`src/rtl/fp12_pkg.sv`:
```
// Shared FP12 definitions: field widths, exponent bias, special encodings and
// the sequencer state type used by the subtractor.
package fp12_pkg;

   localparam int EXP_W  = 4;
   localparam int FRAC_W = 7;
   localparam int MANT_W = FRAC_W + 1;
   localparam int BIAS   = 7;

   localparam logic [EXP_W-1:0]        EXP_MAX   = EXP_W'(2 * BIAS + 1);
   localparam logic [11:0]             ZERO      = 12'h000;
   localparam logic [EXP_W+FRAC_W-1:0] SAT_MAG   = 11'h7FF;
   localparam logic [3:0]              MAX_SHIFT = 4'd9;

   typedef enum logic [2:0] {
      S_IDLE,
      S_LOAD,
      S_ALIGN,
      S_ADDSUB,
      S_NORM,
      S_ROUND,
      S_DONE
   } state_t;

   // Both signed zeros carry an all-zero magnitude field.
   function automatic logic is_zero(input logic [11:0] v);
      return v[EXP_W+FRAC_W-1:0] == '0;
   endfunction

endpackage

```
`src/rtl/fp12_cla9.sv`:
```
// 9-bit carry-lookahead adder/subtractor; subtraction inverts y and relies on
// the caller to supply the +1 through cin.
module fp12_cla9 (
   input  logic [8:0] x,
   input  logic [8:0] y,
   input  logic       sub,
   input  logic       cin,
   output logic [8:0] sum
);

   logic [8:0] yy;
   logic [8:0] g;
   logic [8:0] p;
   logic [8:0] c;
   logic [9:0] gc;
   logic       term;

   // Each carry is the flattened sum-of-products over all generate terms below it.
   always_comb begin
      yy   = y ^ {9{sub}};
      g    = x & yy;
      p    = x ^ yy;
      gc   = {g, cin};
      c    = '0;
      term = 1'b0;
      c[0] = cin;
      for (int i = 1; i < 9; i++) begin
         for (int j = 0; j <= i; j++) begin
            term = gc[j];
            for (int k = j; k < i; k++) begin
               term = term & p[k];
            end
            c[i] = c[i] | term;
         end
      end
      sum = p ^ c;
   end

endmodule

```
`src/rtl/fp12_sub_seq.sv`:
```
// Multi-cycle FP12 subtractor z = a - b with valid/ready handshakes.
// Define FP12_SUB_ROUND_EN for guard/sticky tracking and round-to-nearest-even.
module fp12_sub_seq
   import fp12_pkg::*;
(
   input  logic        clk,
   input  logic        rst,
   input  logic [11:0] a,
   input  logic [11:0] b,
   input  logic        in_valid,
   output logic        in_ready,
   output logic [11:0] z,
   output logic        ovf,
   output logic        unf,
   output logic        out_valid,
   input  logic        out_ready
);

   state_t             state;
   logic [11:0]        a_r, b_r;
   logic [MANT_W-1:0]  xm, ym;
   logic [EXP_W-1:0]   xe, ex;
   logic [3:0]         cnt;
   logic               sign, sub_op;
   logic [8:0]         r;
   logic [8:0]         sum;
   logic               cla_cin;
   logic               zero_res;

   logic               a_big;
   logic [MANT_W-1:0]  ma, mb;
   logic [EXP_W-1:0]   xe_n, ediff, shift_n;

   logic [8:0]         norm_r;
   logic [EXP_W-1:0]   norm_e;
   logic               norm_done;
   logic               shift_in;

`ifdef FP12_SUB_ROUND_EN
   logic               g, s;
   logic [1:0]         low;
   logic               norm_g, norm_s;
   logic               rnd;
   logic [8:0]         m9;
`endif

   // Operand ordering: the larger magnitude becomes X, ties keep a as X.
   always_comb begin
      a_big   = a_r[10:0] >= b_r[10:0];
      ma      = is_zero(a_r) ? '0 : {1'b1, a_r[FRAC_W-1:0]};
      mb      = is_zero(b_r) ? '0 : {1'b1, b_r[FRAC_W-1:0]};
      xe_n    = a_big ? a_r[10:7] : b_r[10:7];
      ediff   = a_big ? (a_r[10:7] - b_r[10:7]) : (b_r[10:7] - a_r[10:7]);
      shift_n = (ediff > MAX_SHIFT) ? MAX_SHIFT : ediff;
   end

`ifdef FP12_SUB_ROUND_EN
   // Bits below the mantissa borrow from it when subtracting a nonzero tail.
   assign low      = sub_op ? (2'b00 - {g, s}) : {g, s};
   assign cla_cin  = sub_op & ~(g | s);
   assign zero_res = (sum == '0) && (low == '0);
   assign shift_in = g;
`else
   assign cla_cin  = sub_op;
   assign zero_res = (sum == '0);
   assign shift_in = 1'b0;
`endif

   fp12_cla9 u_cla (
      .x   ({1'b0, xm}),
      .y   ({1'b0, ym}),
      .sub (sub_op),
      .cin (cla_cin),
      .sum (sum)
   );

   // One normalization step; norm_done means bit 7 is set after this step.
   always_comb begin
      norm_r    = r;
      norm_e    = ex;
      norm_done = 1'b1;
`ifdef FP12_SUB_ROUND_EN
      norm_g    = g;
      norm_s    = s;
`endif
      if (r[8]) begin
         norm_r = {1'b0, r[8:1]};
         norm_e = ex + 4'd1;
`ifdef FP12_SUB_ROUND_EN
         norm_g = r[0];
         norm_s = g | s;
`endif
      end else if (!r[7]) begin
         norm_r    = {r[7:0], shift_in};
         norm_e    = ex - 4'd1;
         norm_done = r[6];
`ifdef FP12_SUB_ROUND_EN
         norm_g    = s;
         norm_s    = 1'b0;
`endif
      end
   end

`ifdef FP12_SUB_ROUND_EN
   assign rnd = g & (s | r[0]);
   assign m9  = {1'b0, r[7:0]} + {8'b0, rnd};
`endif

   // Sequencer and registered outputs.
   always_ff @(posedge clk or posedge rst) begin
      if (rst) begin
         state     <= S_IDLE;
         in_ready  <= 1'b1;
         out_valid <= 1'b0;
         z         <= ZERO;
         ovf       <= 1'b0;
         unf       <= 1'b0;
         a_r       <= '0;
         b_r       <= '0;
         xm        <= '0;
         ym        <= '0;
         xe        <= '0;
         ex        <= '0;
         cnt       <= '0;
         sign      <= 1'b0;
         sub_op    <= 1'b0;
         r         <= '0;
`ifdef FP12_SUB_ROUND_EN
         g         <= 1'b0;
         s         <= 1'b0;
`endif
      end else begin
         case (state)
            S_IDLE: begin
               if (in_valid) begin
                  a_r      <= a;
                  b_r      <= b;
                  in_ready <= 1'b0;
                  state    <= S_LOAD;
               end
            end
            S_LOAD: begin
               xm     <= a_big ? ma : mb;
               ym     <= a_big ? mb : ma;
               xe     <= xe_n;
               cnt    <= shift_n;
               sub_op <= (a_r[11] == b_r[11]);
               sign   <= a_big ? a_r[11] : ~b_r[11];
`ifdef FP12_SUB_ROUND_EN
               g      <= 1'b0;
               s      <= 1'b0;
`endif
               state  <= (shift_n == '0) ? S_ADDSUB : S_ALIGN;
            end
            S_ALIGN: begin
               ym  <= ym >> 1;
`ifdef FP12_SUB_ROUND_EN
               g   <= ym[0];
               s   <= s | g;
`endif
               cnt <= cnt - 4'd1;
               if (cnt == 4'd1) state <= S_ADDSUB;
            end
            S_ADDSUB: begin
               r  <= sum;
               ex <= xe;
`ifdef FP12_SUB_ROUND_EN
               g  <= low[1];
               s  <= low[0];
`endif
               if (zero_res) begin
                  z         <= ZERO;
                  ovf       <= 1'b0;
                  unf       <= 1'b0;
                  out_valid <= 1'b1;
                  state     <= S_DONE;
               end else begin
                  state <= S_NORM;
               end
            end
            S_NORM: begin
               if (r[8] && ex == EXP_MAX) begin
                  z         <= {sign, SAT_MAG};
                  ovf       <= 1'b1;
                  unf       <= 1'b0;
                  out_valid <= 1'b1;
                  state     <= S_DONE;
               end else if (!r[8] && !r[7] && ex == '0) begin
                  z         <= ZERO;
                  ovf       <= 1'b0;
                  unf       <= 1'b1;
                  out_valid <= 1'b1;
                  state     <= S_DONE;
               end else begin
                  r  <= norm_r;
                  ex <= norm_e;
`ifdef FP12_SUB_ROUND_EN
                  g  <= norm_g;
                  s  <= norm_s;
                  if (norm_done) state <= S_ROUND;
`else
                  if (norm_done) begin
                     z         <= {sign, norm_e, norm_r[FRAC_W-1:0]};
                     ovf       <= 1'b0;
                     unf       <= 1'b0;
                     out_valid <= 1'b1;
                     state     <= S_DONE;
                  end
`endif
               end
            end
`ifdef FP12_SUB_ROUND_EN
            S_ROUND: begin
               if (m9[8] && ex == EXP_MAX) begin
                  z   <= {sign, SAT_MAG};
                  ovf <= 1'b1;
               end else if (m9[8]) begin
                  z   <= {sign, ex + 4'd1, 7'b0};
                  ovf <= 1'b0;
               end else begin
                  z   <= {sign, ex, m9[FRAC_W-1:0]};
                  ovf <= 1'b0;
               end
               unf       <= 1'b0;
               out_valid <= 1'b1;
               state     <= S_DONE;
            end
`endif
            S_DONE: begin
               if (out_ready) begin
                  out_valid <= 1'b0;
                  in_ready  <= 1'b1;
                  state     <= S_IDLE;
               end
            end
            default: begin
               state     <= S_IDLE;
               in_ready  <= 1'b1;
               out_valid <= 1'b0;
            end
         endcase
      end
   end

endmodule

```
`config.mk`:
```
export PLATFORM = sky130hd
export DESIGN_NAME = fp12_sub_seq
export DESIGN_NICKNAME = d
export VERILOG_FILES = /design/src/rtl/fp12_pkg.sv /design/src/rtl/fp12_cla9.sv /design/src/rtl/fp12_sub_seq.sv
export SDC_FILE = /design/constraint.sdc
export NUM_CORES = 1
export LEC_CHECK = 0
export BUFFER_PORTS_ARGS = -buffer_cell sky130_fd_sc_hd__buf_4
export CAP_MARGIN = 20
export CORE_MARGIN = 10
export CORE_UTILIZATION = 46
export DETAILED_ROUTE_END_ITERATION = 6
export MAX_ROUTING_LAYER = met4
export PLACE_DENSITY = 0.66
export SLEW_MARGIN = 20
export SYNTH_ARGS = -nofsm -noshare
export SYNTH_HDL_FRONTEND = slang
export SYNTH_SLANG_ARGS = --single-unit
```
`constraint.sdc`:
```
create_clock -name clk -period 7.6 [get_ports clk]
set_clock_uncertainty 0.1 [all_clocks]
set_input_delay 0.38 -clock clk [delete_from_list [all_inputs] [get_ports clk]]
set_output_delay 0.38 -clock clk [all_outputs]
set_load 0.05 [all_outputs]
```
# Yosys cells after proc, flatten, opt, wreduce, memory -nomap -nowiden

Cells that the tools add are included.
W data, S select, Z words.

Register bits: 82
Bits of input ports: 28
Word-level logic and storage cells: 191

Add/subtract/negate cells: 5
Order comparisons: 2
Eq/ne operators: 15
Mux-type cells: 53
Bitwise gates (word level): 79
Reductions and logical operators: 21

Operators by type and width:

| kind                  | number |
|---|---|
| $mux W12              | 4 |
| $mux W8               | 6 |
| $and A1 B1 Y1         | 36 |
| $or A1 B1 Y1          | 36 |
| $mux W4               | 7 |
| $pmux W12 S2          | 1 |
| $logic_not A11 Y1     | 2 |
| $mux W3               | 6 |
| $mux W9               | 2 |
| $pmux W3 S6           | 1 |
| $pmux W9 S2           | 1 |
| $xor A8 B9 Y9         | 2 |
| $mux W1               | 17 |
| $pmux W4 S2           | 2 |
| $pmux W8 S2           | 1 |
| $ne A2 B2 Y1 const B  | 6 |
| $ge A11 B11 Y1        | 1 |
| $logic_not A9 Y1      | 1 |
| $reduce_and A3 Y1     | 3 |
| $xor A9 B9 Y9         | 1 |
| $and A8 B8 Y8         | 1 |
| $logic_not A4 Y1      | 2 |
| $reduce_and A4 Y1     | 2 |
| $sub A4 B1 Y4 const B | 2 |
| 22 further kinds      | 32 |

# Longest topological paths before layout

Gate-level depths: netlist of run 1.

Word-level depth: 22
Depth in mapped cells: 12

# Modules after synthesis

Synthesis of run 1 repeated with hierarchy kept, for this count alone.

Cells, all modules: 560
Area total of the unflattened synthesis: 5,007.3 um^2

By module, submodules not included:

| module       | times used | cells each | area an instance (um^2) | sequential area each (um^2) |
|---|---|---|---|---|
| fp12_sub_seq | 1          | 505        | 4,566.9                 | 2,053.2 |
| fp12_cla9    | 1          | 55         | 440.4                   | 0.0 |

# Worst setup path before layout of run 1

No wires, ideal clock.

Path type: reg-to-reg
Start: reg sub_op (netlist: cla_cin)
End: reg z[11]
Library setup time: 0.121 ns
Data arrival time: 3.252 ns
Path slack: 4.127 ns
Cell stages (with the launch flop): 13
Clock period less this slack: 3.473 ns
Cells stage by stage: dfrtp_1 -> buf_1 -> xor2_1 -> ha_1 -> ha_1 -> o211a_1 -> o211a_4 -> or4_4 -> a22oi_2 -> o2111ai_2 -> o21a_4 -> buf_6 -> a22o_1

Longest elaborated chain between the ends: 22

RTL lines:

| item                            | RTL line            | source |
|---|---|---|
| start, declared                 | fp12_sub_seq.sv:24  | `logic sign, sub_op;` |
| start signal, assigned          | fp12_sub_seq.sv:147 | `sub_op <= (a_r[11] == b_r[11]);` |
| $xor A8 B9 Y9                   | fp12_cla9.sv:20     | `yy = y ^ {9{sub}};` |
| $xor A8 B9 Y9                   | fp12_cla9.sv:22     | `p = x ^ yy;` |
| $and A1 B1 Y1 (8 in series)     | fp12_cla9.sv:31     | `term = term & p[k];` |
| $or A1 B1 Y1 (8 in series)      | fp12_cla9.sv:33     | `c[i] = c[i] \| term;` |
| $xor A9 B9 Y9 (*)               | fp12_cla9.sv:36     | `sum = p ^ c;` |
| $logic_not A9 Y1 (*)            | fp12_sub_seq.sv:65  | `assign zero_res = (sum == '0);` |
| $ne A2 B2 Y1 (no line) (*)      | -                   |  |
| $reduce_and A3 Y1 (no line) (*) | -                   |  |
| end signal, assigned            | fp12_sub_seq.sv:183 | `z <= {sign, SAT_MAG};` |
| end signal, assigned            | fp12_sub_seq.sv:203 | `z <= {sign, norm_e, norm_r[FRAC_W-1:0]};` |
| end, declared                   | fp12_sub_seq.sv:12  | `output logic [11:0] z,` |

Every way passes the cells marked *; elsewhere a longest branch is shown, timed or not.
A chain may end at the register's enable or synchronous reset.

# Worst setup path in the final report of run 1

Start: reg sub_op (netlist: cla_cin)
End: reg z[1]

Same word-level chain as after synthesis.

==> flow_metrics.tcl, run 1 <==
set metrics [dict create \
    dp_hpwl_um 8160 \
    synth_common_cells "dfrtp_1 (81), nand2_1 (61), a21oi_1 (53), nor2_1 (50), o21ai_1 (30)" \
    ctsLongestPathBuffers 2 \
    finalSetupTns_ps 0 \
    drv_cap 0 \
    htree_num_levels 3 \
    avgSynthCellArea_um2 9.02 \
    antenna_found_initial 0 \
    place_congestion 0.847 \
    ios 44 \
    drt_iter0_markers 242 \
    slew_violations 0 \
    whs_ps 106 \
    num_rows 37 \
    grt_max_degree 83 \
    cp_data_arrival_time_ps 3770 \
    synth-main-ff-cell "dfrtp_1" \
    drcViolationCount 0 \
    r2r_slack_ps 3970 \
    stdcell_area_um2 5560 \
    via_per_inst 5.48 \
    die_area_um2 15200 \
    first_global_vias 3950 \
    worstPathRequired_ps 7740 \
    firstDrtPassIters 4 \
    ant_nets 0 \
    synth_area_leaders "dfrtp_1 (41%), ha_1 (7.1%), a21oi_1 (5.4%)" \
    yosys_warnings 0 \
    grt_use_total_pct 15.5 \
    syn2layout_area_growth_pct 12.9 \
    fin_crit_sh_pct 47.8 \
    met3_usage_pct 2.51 \
    fp.coreArea_um2 10400 \
    vias 3928 \
    setup_viol 0 \
    final-seq-area_um2 2050 \
    slew_headroom_pct 28.2 \
    fmax_ghz 0.275 \
    synth_area_um2 4920 \
    fin_ws_ps 3970 \
    synth.distinct_cells 59 \
    r2r-end "z[1]$_DFFE_PP0P_" \
    layout-drive-gt1-share_pct 13.1 \
    post-cts-setup-buffers 0 \
    p_leak_nw 2.67 \
    fin_nets 634 \
    yosysMostFrequentCell "dfrtp_1" \
    pwr_density_cell_nw_per_um2 520 \
    busiest_layer "met2" \
    worstRegToRegCells 10 \
    postCtsHoldBufs 0 \
    crit_type "flop to flop" \
    grt_pass1_wl_um 18800 \
    n_antenna_cell 0 \
    start_util_pct 47.5 \
    cts_resized 0 \
    dieHeight_um 123 \
    end_kind "flop" \
    synthCells 546 \
    r2r_start "cla_cin$_DFFE_PP0P_" \
    place_ws_ps 4010 \
    cp_max_fo 14 \
    cts_tree "yes" \
    fin_crit_ps 3630 \
    cts-root-buf "clkbuf_8" \
    grtUsageMet1_pct 20.0 \
    cts_made_buffers 9 \
    tightest_slew_ps 1070 \
    drt-total-wl_um 10900 \
    post_drt_wl_per_cell_um 15.2 \
    clock-sinks 82 \
    status "complete, no violations" \
    io_buffers 43 \
    synthArstFlopShare_pct 100 \
    ys_seq_area_share_pct 41.7 \
    fillers 984 \
    rsz0062_at_grt "no" \
    ys_ff_latch 82 \
    synth_top_area_share_pct 41.2 \
    clkTransAtPathRegs_ps 100 \
    fin_total_pwr_w 0.00289 \
    multiInputGateArea_um2 2670 \
    dieWidth_um 123 \
    netlist.top_cell.by_area "dfrtp_1" \
    use_met2_pct 24.6 \
    syn-num-nets 604 \
    clk_latency_ps 360 \
    holdCritPathClass "primary input to asynchronous set/reset pin" \
    synth_edf_count 0 \
    peakVddDrop_v 0.000317 \
    final_hold_viol_count 0 \
    placed_area_um2 5350 \
    gr-total-overflow 0 \
    cp-start-kind "flop" \
]
## layout by cell type (no fill, tap or decap), drive strengths merged, types with 3 or more instances in the layout
master  count
o21a        3
a211oi      4
a21o        9
clkbuf      9
o21ai      57
nor3        6
a31oi       4
ha         28
a21oi      53
or3         7
o31ai       3
or2         4
mux2i      20
nand3       9
nor4        4
buf        47
inv        29
a22o        4
dfrtp      81
xor2       18
nand2      61
nand4       3
xnor2       5
a22oi      11
mux2       14
nor2       50
clkinv      4
nand2b      3
o21bai      3
## critical path: stages (launching register included)
cell	delay (ps)
dfrtp_1	710
xor2_1	140
ha_1	320
ha_1	200
o211a_1	270
o211a_4	290
or4_4	480
a22oi_2	150
o2111ai_2	200
o21a_4	320
mux2_1	320
## cells by family (layout without fill, tap and decap cells)
logic type                 Yosys count  count (layout)  synth area share [%]
DFF                                 82              82                  41.7
AOI/OAI and AO/OA                  167             167                  20.9
adders and majority gates           30              30                  7.93
xor gates and xnor gates            23              23                  4.09
and+or+nand+nor                    154             154                  13.7
buffers and inverters               56              91                  4.45
muxes                               34              34                  7.27
## layer usage
metal  up-vias  wire [um]
li1       1980          -
met3        15        388
met5         -          0
met1      1859       5240
met4         0        162
met2        74       5130
## report_power, final
part / internal [W] / leakage (nW) / switching [W]
clock: 0.000155 / 0.100 / 0.000175
sequential: 0.000628 / 1.02 / 0.000215
combinational: 0.000697 / 1.55 / 0.00102
## worst max path at each step
stage	startpoint	endpoint	slack, ps
floorplan	cla_cin$_DFFE_PP0P_	z[11]$_DFFE_PP0P_	4130
global placement	cla_cin$_DFFE_PP0P_	z[2]$_DFFE_PP0P_	4070
detailed placement	cla_cin$_DFFE_PP0P_	z[1]$_DFFE_PP0P_	4010
CTS	cla_cin$_DFFE_PP0P_	z[1]$_DFFE_PP0P_	3960
global route	cla_cin$_DFFE_PP0P_	z[3]$_DFFE_PP0P_	3780
finish	cla_cin$_DFFE_PP0P_	z[1]$_DFFE_PP0P_	3970
## flip-flops by register name (all words and copies together), names as in the netlist
name / flops
in_ready: 1
sign: 1
cnt: 4
ovf: 1
cla_cin: 1
z: 12
unf: 1
xe: 4
ym: 8
r: 9
out_valid: 1
xm: 8
a_r: 12
ex: 4
state: 3
b_r: 12
## through the flow
stage               cells  utilization (%)
floorplan             546                -
global placement      701             51.6
detailed placement    701             51.6
CTS                   717             53.5
global route          717             53.6
finish                717             53.6
## cell type report
cell class | instances | share of cell area, %
clock buffer | 9 | 2.23
clock inverter | 7 | 1.40
inverter | 28 | 1.91
multi-input combinational | 408 | 48.0
sequential | 82 | 36.9
tap | 136 | 3.06
timing repair buffer | 47 | 6.42
Power figures use the tool's default switching activity.
==> run 2, diff against run 1 <==
==> constraint.sdc (replaced) <==
create_clock -name clk -period 3.7 [get_ports clk]
set_clock_uncertainty 0.1 [all_clocks]
set_input_delay 0.185 -clock clk [delete_from_list [all_inputs] [get_ports clk]]
set_output_delay 0.185 -clock clk [all_outputs]
set_load 0.05 [all_outputs]
==> flow_metrics.tcl, run 2 (synthesized netlist as in run 1, its figures left out) <==
set metrics [dict create \
    rsz0062_at_grt "no" \
    ctsLongestPathBuffers 2 \
    die_area_um2 15200 \
    worstPathRequired_ps 3840 \
    syn2layout_area_growth_pct 18.4 \
    layout-drive-gt1-share_pct 13.2 \
    grt_pass1_wl_um 19700 \
    fin_total_pwr_w 0.00599 \
    status "complete, no violations" \
    slew_headroom_pct 48.1 \
    startpoint "ym[0]$_DFFE_PP0P_" \
    drcViolationCount 0 \
    holdCritPathClass "primary input to flop" \
    fin_nets 665 \
    final_common_cell "dfrtp_1" \
    start_util_pct 47.5 \
    path_buf_inv 0 \
    clk_latency_ps 360 \
    cp_max_fo 14 \
    clkTransAtPathRegs_ps 90 \
    drt-total-wl_um 11400 \
    crit_chain "xor2_1 > ha_1 > ha_1 > o211a_1 > o211a_4 > or4_4 > a22oi_2 > o2111ai_2 > o21a_4 > mux2_1" \
    first_global_vias 4041 \
    cts_tree "yes" \
    final_hold_viol_count 0 \
    num_rows 37 \
    setup_viol 0 \
    drt_iter0_markers 409 \
    post_drt_wl_per_cell_um 15.3 \
    dieHeight_um 123 \
    fin_cells 748 \
    fmax_ghz 0.298 \
    placed_cells 707 \
    fp.coreArea_um2 10400 \
    ant_nets 0 \
    place_ws_ps 405 \
    p_leak_nw 2.80 \
    final_util_pct 56.2 \
    vias 4053 \
    grt_max_degree 39 \
    cp_data_arrival_time_ps 3490 \
    layout_common_cells "dfrtp_1 (81), nand2_1 (61), a21oi_1 (53), buf_4 (53), nor2_1 (49)" \
    n_antenna_cell 0 \
    crit_path_frequent_cell "ha_1" \
    cp-start-kind "flop" \
    cts-root-buf "clkbuf_8" \
    crit_type "flop to flop" \
    htree_num_levels 3 \
    dieWidth_um 123 \
    cp_slowest_cell "or4_4" \
    dp_hpwl_um 8490 \
    top_regs "a_r x12, b_r x12, z x12" \
    clock-sinks 82 \
    pwr_density_cell_nw_per_um2 1030 \
    antenna_found_initial 0 \
    worst_path_largest_cell_delay_ps 480 \
    firstDrtPassIters 5 \
    place_congestion 0.827 \
    fin_crit_sh_pct 90.7 \
    cts_made_buffers 9 \
    slew_violations 0 \
    tightest_slew_ps 775 \
    path_delay_family "compound AO/OA/AOI/OAI gates" \
    finalSetupTns_ps 0 \
    hold_start "out_ready" \
    via_per_inst 5.42 \
    drv_cap 0 \
    peakVddDrop_v 0.000599 \
    r2r_start "ym[0]$_DFFE_PP0P_" \
    grt_use_total_pct 16.4 \
    fin_crit_ps 3360 \
    fin_ws_ps 344 \
    gr-total-overflow 0 \
    end_kind "flop" \
    ios 44 \
    io_buffers 43 \
]
run 2: cell types whose count changed in the layout (fill, tap and decap cells not counted), sizes merged:
cell | before | now
dlygate4sd3 | 0 | 25
buf | 47 | 53
clkbuf | 9 | 11
bufinv | 1 | 0
clkinv | 4 | 5
clkinvlp | 1 | 0
inv | 29 | 28
run 2: stage by stage:
stage	hold WS, ps	area, um2
2_1_floorplan	202	4920
3_3_place_gp	115	5390
3_5_place_dp	118	5390
4_1_cts	39.4	5830
5_1_grt	67.2	5830
6_report	62.1	5830
run 2: cell type report:
type                    count  area, um2
fillers                   940       4540
clock inverters             5       36.3
multi-input cells         408       2670
well taps                 136        170
flip-flops and latches     82       2050
clock buffers              11        151
repair buffers             78        648
inverters                  28        106
run 2: where the power goes:
part           total (W)  internal (W)  switching [W]
clock network   0.000631      0.000283       0.000348
registers        0.00171       0.00129       0.000424
logic            0.00365       0.00149        0.00216
total            0.00599       0.00306        0.00293
run 2: worst register-to-register path, cell delays in order (launching register included):
cell and delay (ps):
dfrtp_1 430, xor2_1 160, ha_1 300, ha_1 210, o211a_1 270, o211a_4 290, or4_4 480, a22oi_2 140
o2111ai_2 190, o21a_4 320, mux2_1 340
run 2: per-layer routing:
metal,GRT usage [%],vias up,wire length (um)
met2,26.0,78,5550
met3,3.69,12,437
met5,-,-,0
met4,5.17,0,165
li1,-,2045,-
met1,20.5,1918,5290
run 2: worst paths after layout:
check	end	slack (ps)	depth (start not counted)
worst max-delay path	z[1]$_DFFE_PP0P_	340	10
worst min-delay path	state[2]$_DFFE_PP0P_	60	4
worst max register to register	z[1]$_DFFE_PP0P_	340	10
worst min register to register	in_ready$_DFFE_PP1P_	380	2
max in group asynchronous	xe[1]$_DFFE_PP0P_	2400	4
min in group asynchronous	z[9]$_DFFE_PP0P_	270	3
run 2: repair_timing:
action	CTS	global route
buffers inserted	0	0
hold endpoints to repair	47	0
endpoints found under the setup margin	0	0
gates resized for setup	0	0
hold buffers	25	0
==> run 3, diff against run 2 <==
--- a/config.mk
+++ b/config.mk
@@ -5,6 +5,7 @@
 export SDC_FILE = /design/constraint.sdc
 export NUM_CORES = 1
 export LEC_CHECK = 0
+export ABC_CLOCK_PERIOD_IN_PS = 3700
 export BUFFER_PORTS_ARGS = -buffer_cell sky130_fd_sc_hd__buf_4
 export CAP_MARGIN = 20
 export CORE_MARGIN = 10
@@ -15,4 +16,5 @@
 export SLEW_MARGIN = 20
 export SYNTH_ARGS = -nofsm -noshare
 export SYNTH_HDL_FRONTEND = slang
+export SYNTH_HIERARCHICAL = 1
 export SYNTH_SLANG_ARGS = --single-unit
==> flow_metrics.tcl, run 3 <==
set metrics [dict create \
    drt_iter0_markers 265 \
    gr-total-overflow 0 \
    crit_type "flop to flop" \
    synth_common_cells "dfrtp_1 (81), nand2_1 (77), o21ai_0 (50), a21oi_1 (42)" \
    clock-sinks 82 \
    num_rows 38 \
    fmax_ghz 0.291 \
    tightest_slew_ps 793 \
    dieHeight_um 124 \
    cts-root-buf "clkbuf_8" \
    status "complete, no violations" \
    ant_nets 0 \
    start_util_pct 46.6 \
    slew_headroom_pct 47.1 \
    synth-main-ff-cell "dfrtp_1" \
    setup_viol 0 \
    first_global_vias 4220 \
    end_kind "flop" \
    place_congestion 0.856 \
    dp_hpwl_um 8420 \
    fin_crit_ps 3430 \
    via_per_inst 5.31 \
    fp.coreArea_um2 10700 \
    n_antenna_cell 0 \
    final_common_cell "dfrtp_1" \
    synth_area_um2 5010 \
    cts_tree "yes" \
    hold_depth 4 \
    top_regs "a_r x12, b_r x12, z x12" \
    post_drt_wl_per_cell_um 14.8 \
    synth_top_area_share_pct 40.5 \
    cp_data_arrival_time_ps 3570 \
    synthCells 560 \
    synth_area_leaders "dfrtp_1 (40%), ha_1 (7.2%), nand2_1 (5.8%)" \
    ys_ff_latch 82 \
    worst_path_largest_cell_delay_ps 470 \
    cp_slowest_cell "dfrtp_2" \
    post-cts-setup-buffers 0 \
    clkTransAtPathRegs_ps 90 \
    final_hold_viol_count 0 \
    drv_cap 0 \
    r2r-end "z[0]$_DFFE_PP0P_" \
    slew_violations 0 \
    syn2layout_area_growth_pct 17.8 \
    avgSynthCellArea_um2 8.94 \
    finalSetupTns_ps 0 \
    ctsLongestPathBuffers 2 \
    yosys_warnings 6 \
    layout-drive-gt1-share_pct 16.0 \
    netlist.top_cell.by_area "dfrtp_1" \
    min_to "in_ready$_DFFE_PP1P_" \
    grt_max_degree 39 \
    yosysMostFrequentCell "dfrtp_1" \
    antenna_found_initial 0 \
    drt-total-wl_um 11300 \
    worstPathRequired_ps 3840 \
    r2r_start "cla_cin$_DFFE_PP0P_" \
    vias 4054 \
    crit_chain "xor2_1 > ha_1 > ha_1 > o21a_1 > a22o_1 > o31ai_2 > and2b_1 > xnor2_1 > nor4_2 > nand4_1 > o21ai_2 > nand2_4 > a211o_1" \
    ys_seq_area_share_pct 41.0 \
    cts_made_buffers 9 \
    worstRegToRegCells 13 \
    grt_pass1_wl_um 19900 \
    holdCritPathClass "primary input to flop" \
    hold_start "out_ready" \
    grt_use_total_pct 15.2 \
    htree_num_levels 3 \
    synth.distinct_cells 58 \
    firstDrtPassIters 4 \
    ios 44 \
    clk_latency_ps 350 \
    cp-start-kind "flop" \
    crit_path_frequent_cell "ha_1" \
    dieWidth_um 124 \
    synth_edf_count 0 \
    r2r_slack_ps 270 \
    cp_max_fo 26 \
    die_area_um2 15500 \
    drcViolationCount 0 \
    fin_crit_sh_pct 92.8 \
    io_buffers 43 \
    synthArstFlopShare_pct 100 \
    fin_nets 680 \
    layout_common_cells "dfrtp_1 (80), nand2_1 (77), buf_4 (53)" \
]
## run 3: changes by cell type after synthesis, moves of 6 or more
cell,change
o21ai_1,-18
a21oi_1,-11
a31oi_1,+6
o21ai_0,+23
nor3_1,+17
nand2_1,+16
nor2_1,-20
mux2_2,+10
nor2b_1,+7
mux2_1,-13
## run 3: cell type report
type                       instances  area [um2]
fill                            1033        4850
multi-input combinational        419        2710
sequential                        82        2050
timing repair buffer              78         648
tap                              140         175
clock buffer                       9         124
inverter                          30         114
clock inverter                     6        67.6
## run 3: stage by stage
step / hold WS (ps) / utilization [%] / worst slack (ps) / instance area, um2 / instances
after global routing: 127 / 54.9 / -18.3 / 5900 / 764
after detailed placement: 199 / 50.7 / 183 / 5440 / 724
final: 111 / 54.9 / 266 / 5900 / 764
after floorplan: 202 / - / 452 / 5010 / 561
after global placement: 194 / 50.7 / 303 / 5440 / 724
after CTS: 102 / 54.8 / 167 / 5890 / 764
## run 3: kinds of logic after synthesis
logic type / share of synthesized area [%]
AND/OR/NAND/NOR: 16.5
AO/OA/AOI/OAI: 19.1
flip-flops: 41.0
buffers and inverters: 5.17
adder cells (fa/ha/maj): 8.45
multiplexers: 5.87
XOR/XNOR: 3.85
other: 0.0749
## run 3: critical path: cells and delay by family, from the launching register on
family | cells | cell delay (ps)
AO/OA/AOI/OAI | 5 | 1190
AND/OR/NAND/NOR | 4 | 820
flip-flops | 1 | 470
adder cells (fa/ha/maj) | 2 | 440
XOR/XNOR | 2 | 310
## run 3: per-layer routing
metal  part of all wire, %  vias up  global-route usage, %  wire [um]
li1                      -     2068                      -          -
met1                    49     1916                   19.2       5540
met2                    48       60                   24.5       5370
met3                   2.2       10                   2.89        251
met4                   1.1        0                   3.63        125
met5                     0        -                      -          0
## run 3: worst max path at each step
stage	slack [ps]	startpoint	end
final	270	cla_cin$_DFFE_PP0P_	z[0]$_DFFE_PP0P_
after global routing	-20	cla_cin$_DFFE_PP0P_	z[0]$_DFFE_PP0P_
after CTS	170	cla_cin$_DFFE_PP0P_	z[0]$_DFFE_PP0P_
after detailed placement	180	cla_cin$_DFFE_PP0P_	z[0]$_DFFE_PP0P_
after global placement	300	cla_cin$_DFFE_PP0P_	z[0]$_DFFE_PP0P_
after floorplan	450	cla_cin$_DFFE_PP0P_	z[0]$_DFFE_PP0P_
## run 3: timing repair
| item | 4_1_cts | 5_1_grt |
|---|---|---|
| gates resized for setup | 0 | 3 |
| hold endpoints to repair | 58 | 0 |
| setup endpoints to repair | 0 | 14 |
| hold buffers | 25 | 0 |
Power of run 3 is left out: the tool's default activity adds up to more than one toggle a clock period on the data nets, which glitch-free logic cannot reach.
